[src/rtl/clk_div_pkg.sv]
// -----------------------------------------------------------------------------
// clk_div_pkg
// Shared definitions for the clock-divider controller: the FSM state encoding
// and the default widths/reset ratio used by clk_div_ctrl and clk_div_cnt.
// No ports (package).
// -----------------------------------------------------------------------------
package clk_div_pkg;

  // Default width of the half-period counter and ratio fields.
  localparam int CNT_W_DEF   = 8;
  // Default half-period count applied out of reset (half-period = value+1).
  localparam int DIV_RST_DEF = 1;

  typedef enum logic [1:0] {
    ST_IDLE = 2'd0,  // output parked low, counter cleared
    ST_RUN  = 2'd1,  // free-running divided output
    ST_PEND = 2'd2,  // ratio change requested, waiting for end of low phase
    ST_STOP = 2'd3   // finishing the current high phase before parking
  } state_t;

endpackage : clk_div_pkg

[src/rtl/clk_div_cnt.sv]
// -----------------------------------------------------------------------------
// clk_div_cnt
// Half-period counter with terminal-count compare. The count restarts at zero
// on the cycle after it matches the ratio, so it never exceeds the ratio.
//
// Ports:
//   clk    in   clock, rising edge
//   rstb   in   asynchronous active-low reset
//   ratio  in   [CNT_W] half-period count (terminal value)
//   run    in   advance the counter this cycle
//   clear  in   force the counter to zero (overrides run)
//   tc     out  count equals ratio this cycle
// -----------------------------------------------------------------------------
module clk_div_cnt
  import clk_div_pkg::*;
#(
  parameter int CNT_W = CNT_W_DEF
) (
  input  logic             clk,
  input  logic             rstb,
  input  logic [CNT_W-1:0] ratio,
  input  logic             run,
  input  logic             clear,
  output logic             tc
);

  logic [CNT_W-1:0] cnt;

  // Equality compare: the ratio only changes while the count is zero, so the
  // count can never sit above the ratio and wrap.
  assign tc = (cnt == ratio);

  // NOTE: sequential state uses non-blocking assignments so every flop samples
  // the pre-edge value of its neighbours regardless of block ordering.
  always_ff @(posedge clk or negedge rstb) begin
    if (!rstb) begin
      cnt <= '0;
    end else if (clear) begin
      cnt <= '0;
    end else if (run) begin
      cnt <= tc ? '0 : cnt + CNT_W'(1);
    end
  end

endmodule : clk_div_cnt

[src/rtl/clk_div_ctrl.sv]
// -----------------------------------------------------------------------------
// clk_div_ctrl
// Glitch-free programmable clock divider controller. Produces a registered
// 50%-duty divided clock data bit (period 2*(ratio+1) cycles), accepts ratio
// changes through a req/ack handshake that only lands at the end of a low
// phase, and stops cleanly without runt high pulses.
//
// Optional feature: define CLK_DIV_CTRL_STATUS_EN to add output div_cur
// (currently applied ratio).
//
// Ports:
//   clk      in   clock, rising edge
//   rstb     in   asynchronous active-low reset
//   en       in   run request (1 = divide, 0 = stop cleanly)
//   div_req  in   level request to load div_val, held until div_ack
//   div_val  in   [CNT_W] requested half-period count
//   div_ack  out  one-cycle pulse when the requested ratio is applied
//   clkdat   out  registered divided clock data
//   active   out  high while in RUN, PEND or STOP
//   div_cur  out  [CNT_W] applied ratio (only with CLK_DIV_CTRL_STATUS_EN)
// -----------------------------------------------------------------------------
module clk_div_ctrl
  import clk_div_pkg::*;
#(
  parameter int CNT_W   = CNT_W_DEF,
  parameter int DIV_RST = DIV_RST_DEF
) (
  input  logic             clk,
  input  logic             rstb,
  input  logic             en,
  input  logic             div_req,
  input  logic [CNT_W-1:0] div_val,
  output logic             div_ack,
  output logic             clkdat,
  output logic             active
`ifdef CLK_DIV_CTRL_STATUS_EN
  ,
  output logic [CNT_W-1:0] div_cur
`endif
);

  state_t           state;
  logic [CNT_W-1:0] ratio;
  logic             req_hold;   // request already serviced, wait for it to drop
  logic             req_new;
  logic             tc;
  logic             cnt_run;
  logic             cnt_clear;

  // A request that was just acknowledged must go low for a cycle before it
  // can be serviced again, which also keeps div_ack from firing back-to-back.
  assign req_new   = div_req && !req_hold;

  // Counter is held at zero while parked, and when STOP exits from a low phase.
  assign cnt_run   = (state != ST_IDLE);
  assign cnt_clear = (state == ST_IDLE) || ((state == ST_STOP) && !clkdat);

  clk_div_cnt #(
    .CNT_W (CNT_W)
  ) u_cnt (
    .clk   (clk),
    .rstb  (rstb),
    .ratio (ratio),
    .run   (cnt_run),
    .clear (cnt_clear),
    .tc    (tc)
  );

  always_ff @(posedge clk or negedge rstb) begin
    if (!rstb) begin
      state    <= ST_IDLE;
      clkdat   <= 1'b0;
      div_ack  <= 1'b0;
      active   <= 1'b0;
      ratio    <= CNT_W'(DIV_RST);
      req_hold <= 1'b0;
    end else begin
      // div_ack is a pulse: low unless a load happens on this edge.
      div_ack <= 1'b0;
      if (!div_req) begin
        req_hold <= 1'b0;
      end

      case (state)
        ST_IDLE: begin
          // Output is static low, so a new ratio can be applied at once.
          if (req_new) begin
            ratio    <= div_val;
            div_ack  <= 1'b1;
            req_hold <= 1'b1;
          end
          if (en) begin
            state  <= ST_RUN;
            active <= 1'b1;
          end
        end

        ST_RUN, ST_PEND: begin
          if (!en) begin
            // Keep the current phase going; STOP decides when to park. A
            // pending request is abandoned without an acknowledge.
            if (tc) clkdat <= !clkdat;
            state <= ST_STOP;
          end else if (state == ST_RUN) begin
            if (tc) clkdat <= !clkdat;
            if (req_new) state <= ST_PEND;
          end else if (!div_req) begin
            // Requester withdrew before the load point: just keep running.
            if (tc) clkdat <= !clkdat;
            state <= ST_RUN;
          end else if (tc && !clkdat) begin
            // End of a low phase: the new ratio starts with a full high phase.
            clkdat   <= 1'b1;
            ratio    <= div_val;
            div_ack  <= 1'b1;
            req_hold <= 1'b1;
            state    <= ST_RUN;
          end else begin
            if (tc) clkdat <= !clkdat;
          end
        end

        ST_STOP: begin
          // Park as soon as the output is low, or when the high phase ends,
          // so the last high pulse is always full length.
          if (!clkdat || tc) begin
            clkdat <= 1'b0;
            state  <= ST_IDLE;
            active <= 1'b0;
          end
        end

        default: state <= ST_IDLE;
      endcase
    end
  end

`ifdef CLK_DIV_CTRL_STATUS_EN
  // The ratio register already updates exactly on the acknowledge edge.
  assign div_cur = ratio;
`endif

endmodule : clk_div_ctrl

[config.mk]
export PLATFORM = sky130hd
export DESIGN_NAME = clk_div_ctrl
export DESIGN_NICKNAME = d
export VERILOG_FILES = /design/src/rtl/clk_div_pkg.sv /design/src/rtl/clk_div_cnt.sv /design/src/rtl/clk_div_ctrl.sv
export SDC_FILE = /design/constraint.sdc
export NUM_CORES = 1
export LEC_CHECK = 0
export BUFFER_PORTS_ARGS = -buffer_cell sky130_fd_sc_hd__buf_4
export CORE_UTILIZATION = 40
export CTS_CLUSTER_DIAMETER = 80
export DETAILED_ROUTE_END_ITERATION = 10
export SKIP_LAST_GASP = 1
export SLEW_MARGIN = 20
export SYNTH_ARGS = -nofsm -noshare
export SYNTH_HDL_FRONTEND = slang
export SYNTH_SLANG_ARGS = --single-unit
[constraint.sdc]
create_clock -name clk -period 2.32 [get_ports clk]
set_input_delay 0.464 -clock clk [delete_from_list [all_inputs] [get_ports clk]]
set_output_delay 0.464 -clock clk [all_outputs]
set_load 0.02 [all_outputs]
======== Yosys cells after proc, flatten, opt, wreduce, memory -nomap -nowiden ========
Cells that the tools add are included.
word-level totals
  bits in registers ....................... 22
  output and inout bits ................... 3
  input port bits ......................... 12
operators by class
  add/sub/neg operators ................... 1
  equal/unequal tests ..................... 13
  reduce and logical (&&, ||, !) cells .... 18
  mux-type cells .......................... 39
operators by type and width
  kind                 count
  $mux 8               8
  $mux 1               18
  $pmux 8 s2           1
  $mux 2               7
  $ne 2x2->1 const B   6
  $reduce_bool 2->1    5
  $add 8x1->8 const B  1
  $eq 8x8->1           1
  $pmux 1 s2           4
  $pmux 2 s3           1
  $reduce_and 6->1     1
  $ne 5x5->1 const B   1
  $eq 2x2->1 const B   2
  $ne 4x4->1 const B   1
  $reduce_and 4->1     1
  $logic_and 1x1->1    3
  $reduce_and 3->1     1
  $eq 2x1->1 const B   1
  $logic_not 1->1      2
  $logic_not 2->1      1
  $logic_or 1x1->1     2
  $ne 2x1->1 const B   1
  $reduce_and 2->1     1
  $reduce_or 2->1      1

======== Depth between registers and ports, before layout ========
  depth in word-level cells ............... 7
  depth in mapped cells ................... 8
  mapped depth without buffers ............ 8

======== Hierarchy ========
A second synthesis with hierarchy kept.
second synthesis, totals
  cells, all modules ...................... 114
  area total of the unflattened synthesis .. 1270.0 um^2
by module, submodules not included
  module        cells each  instances  seq. area each (um^2)  area each (um^2)
  clk_div_ctrl  64          1          351.6                  744.5
  clk_div_cnt   50          1          200.2                  525.5

======== Least setup slack after synthesis ========
OpenSTA, ideal clock, no wires.
  kind .................................... register -> register
  start point ............................. register ratio[0]
  end point ............................... register ratio[1]
  data required time ...................... 2.195 ns
  arrival time ............................ 2.269 ns
  cell stages (with the launch flop) ...... 9
  setup slack ............................. -0.074 ns
  cells stage by stage .................... dfstp_2 -> xnor2_1 -> nand4_1 -> or2_2 -> inv_1 -> ha_1 -> nand2_1 -> a2111oi_4 -> mux2_2
on the way
  longest elaborated chain between the ends .. 4
ends and longest elaborated chain
  item                        line                 RTL
  from (decl)                 clk_div_ctrl.sv:43   logic [CNT_W-1:0] ratio;
  from (signal assigned)      clk_div_ctrl.sv:75   ratio <= CNT_W'(DIV_RST);
  from (signal assigned)      clk_div_ctrl.sv:88   ratio <= div_val;
  from (signal assigned)      clk_div_ctrl.sv:114  ratio <= div_val;
  $eq 8x8->1                  clk_div_cnt.sv:31    assign tc = (cnt == ratio);
  $logic_and 1x1->1           clk_div_ctrl.sv:111  end else if (tc && !clkdat) begin
  $ne 2x2->1 (no line)        n/a
  $reduce_and 6->1 (no line)  n/a
Every way passes these cells.
A chain may end at the register's enable or synchronous reset.

======== Worst setup path after layout ========
  start point ............................. register ratio[0]
  end point ............................... register ratio[4]
The elaborated chain is that of the path after synthesis.

==> qor.csv <==
stage,metric,value,unit
logic_synthesis,synth_cell_type_count,28,
critical_path,worstPathCellList,xnor2_2 > nand4_1 > or2_4 > inv_2 > ha_4 > nand2_2 > a2111oi_4 > buf_6 > mux2_4,
logic_synthesis,synth_nets,128,
clocking,clockBufferDepth,2,
critical_path,r2r_cells,9,
cells_and_area,seq_area,552,sq um
cells_and_area,final_layout_size_suffix_gt1_share,32.6,%
detailed_routing,avgViaCountPerCell,5.24,
power_and_ir_drop,clkPwrFrac,16.9,%
cells_and_area,antenna_cells,0,
die,coreArea,2780,sq um
cells_and_area,final_nets,153,
sta,drv_slew,0,
sta,rsz0062_at_grt,false,
logic_synthesis,async_reset_ff_share,100,%
clocking,clk_pin_slew,130,ps
critical_path,r2r-end,ratio[4],
power_and_ir_drop,ir_worst_vdd,0.820,mV
clocking,clock_latency,320,ps
clocking,cts.sinks,22,
logic_synthesis,netlist_instances,108,
sta,worst_slew_pin_slew,492,ps
placed_design,io_buffers,14,
sta,slew_headroom,67.0,%
run,maxCapViolCount,0,
detailed_routing,drtIter0Drc,14,
critical_path,crit_fanout,8,
detailed_routing,drc,0,
critical_path,cp-end-kind,flip-flop,
logic_synthesis,syn_avg_cell_area,11.1,sq um
clocking,cts_hold_buf,0,
sta,hold_viol,2,
power_and_ir_drop,comb_power_share,47.0,%
clocking,cts_buffers,3,
detailed_routing,first_pass_iters,4,
status,status,"finished, violations left",
critical_path,max_stage_delay,580,ps
logic_synthesis,synth_edf_count,0,
global_routing,grt_pass1_vias,824,
sta,holdWs,-0.684,ps
logic_synthesis,ys_seq_area_share,46.2,%
die,die_w,56.7,um
critical_path,required,2540,ps
logic_synthesis,yosysWarnings,0,
hold_path,hp-class,in -> async,
status,failed_checks,negative hold slack,
detailed_routing,ant_nets,0,
cells_and_area,area_growth,25.1,%
sta,fin_skew,4.91,ps
die,pin_count,15,
cells_and_area,multiInputGateArea,657,sq um
global_routing,grt_pass1_wl,3.87,mm
sta,period_minus_slack,2210,ps
power_and_ir_drop,internal_power,1140,uW
logic_synthesis,ys_dominant_reg_cell,dfrtp_1,
global_routing,grt_usage,15.9,%
detailed_routing,wl_per_cell,13.7,um
placed_design,dp_hpwl,1.62,mm
critical_path,arrival,2440,ps
critical_path,critPathKind,reg -> reg,
power_and_ir_drop,p_sw_share,36.0,%
power_and_ir_drop,p_seq_share,36.1,%
logic_synthesis,ys_seq_elements,22,
logic_synthesis,ys_top_cells_by_count,"dfrtp_1, xnor2_1, inv_1",
cells_and_area,fin_util,53.8,%
clocking,cts_max_level,1,
global_routing,overflow,0,
global_routing,grt_max_degree,23,
logic_synthesis,yosys.area.top_type,dfrtp_1,
logic_synthesis,synth.most_common_cell,dfrtp_1,
detailed_routing,dr_total_vias,854,
sta,setup_ws,106,ps
sta,setup_viol,0,
power_and_ir_drop,totalPowerFinal,1790,uW
clocking,cts_tree,built,
critical_path,slowest_stage,dfstp_2,
placed_design,pre_cts_ws,-11.6,ps
placed_design,routabilityCongestion,0.760,
global_routing,antenna_found_initial,0,
die,die_h,56.7,um
logic_synthesis,synth_top_area_share,44.0,%
sta,period_share,95.4,%
critical_path,rr_startpoint,ratio[0],
logic_synthesis,netlist_area,1190,sq um
die,initial_utilization,43.0,%
power_and_ir_drop,power_density,1200,nW/um^2
power_and_ir_drop,p_leak,0.000698,uW
die,fp.dieArea,3210,sq um
power_and_ir_drop,switchingPower,644,uW
detailed_routing,wl,2.23,mm
logic_synthesis,post_synth_main_area_contributors,"dfrtp_1, ha_1, mux2_2",
sta,max_freq,452,MHz
clocking,cts-root-buf,clkbuf_4,
cells_and_area,filler_cell_count,238,
critical_path,crit_path_start_kind,flip-flop,
critical_path,r2r_slack,110,ps
die,rows,19,
[area by class of cell]
| class | instances | share of cell area, % |
|---|---|---|
| Multi-Input combinational cell | 76 | 43.9 |
| Timing Repair Buffer | 21 | 10.8 |
| Clock buffer | 3 | 1.51 |
| Clock inverter | 1 | 2.01 |
| Inverter | 9 | 2.26 |
| Tap cell | 31 | 2.59 |
| Sequential cell | 22 | 36.9 |
[sequential cells by signal, indices dropped and copies added (netlist names)]
register / count
div_ack: 1
u_cnt.cnt: 8
state: 2
ratio: 8
active: 1
clkdat: 1
req_hold: 1
[metrics by stage]
| step | TNS [ps] | std cells | area (sq um) | hold slack, ps |
|---|---|---|---|---|
| floorplan | -139 | 108 | 1190 | 168 |
| global placement | 0 | 157 | 1370 | 370 |
| detailed placement | -42.1 | 157 | 1370 | 369 |
| CTS | 0 | 161 | 1430 | 5.76 |
| global route | 0 | 163 | 1500 | 6.31 |
| finish | 0 | 163 | 1500 | -0.684 |
[power by group through the flow]
stage / Clock, uW / Sequential (uW) / Combinational [uW]
finish: 303 / 645 / 840
global route: 329 / 662 / 924
CTS: 311 / 637 / 765
detailed placement: 0 / 646 / 753
global placement: 0 / 638 / 737
floorplan: 0 / 637 / 584
[cell usage in the layout (no fill, tap or decap), types with 2 or more instances in the layout]
cell type,netlist,routed
xnor2_1,10,9
nor2b_1,2,2
a31oi_1,2,2
o21ai_0,5,5
ha_1,8,7
nand4_1,3,3
nand3_1,5,5
a21oi_1,2,2
dfrtp_1,21,21
buf_4,0,20
mux2_4,0,7
mux2i_1,2,2
nor2_1,7,7
and3_1,3,3
clkbuf_4,0,3
xor2_1,4,4
inv_1,9,8
nand2_1,5,4
[per-layer routing]
metal  part of all wire (%)  vias to the layer above  track usage [%]
li1                       -                      418                -
met1                     52                      422             23.7
met2                     44                       10             22.7
met3                    2.2                        4             2.07
met4                    1.8                        0             7.32
met5                      0                        -                0
[kinds of logic after synthesis]
| logic type | Yosys count | share of synthesized area, % |
|---|---|---|
| XOR/XNOR | 14 | 10.3 |
| AND/OR/NAND/NOR | 29 | 12.6 |
| buffers and inverters | 10 | 3.77 |
| adder cells (fa/ha/maj) | 8 | 8.38 |
| flip-flops | 22 | 46.2 |
| AO/OA/AOI/OAI | 15 | 9.63 |
| multiplexers | 10 | 9.22 |
[critical path: cells and delay by family, from the launching register on]
kind                       cells  cell delay [ps]
AOI/OAI and AO/OA              1              290
xor gates and xnor gates       1              100
adders and majority gates      1              120
buffers and inverters          2              260
DFF                            1              580
muxes                          1              310
and+or+nand+nor                3              440
[worst max path at each step]
stage	startpoint	end	slack, ps	cells after the start
final	ratio[0]	ratio[4]	110	9
after global routing	ratio[0]	ratio[4]	10	9
after CTS	ratio[0]	ratio[4]	10	9
after detailed placement	ratio[0]	ratio[4]	-10	9
after global placement	ratio[0]	ratio[7]	50	9
after floorplan	ratio[0]	ratio[1]	-20	8
[repair_timing]
action	4_1_cts	5_1_grt
buffers inserted	0	2
pin swaps	2	4
cloned	0	0
endpoints found under the hold margin	0	0
setup endpoints to repair	7	10
resized for setup	4	11
No activity file was read; power rests on OpenSTA's default activity.
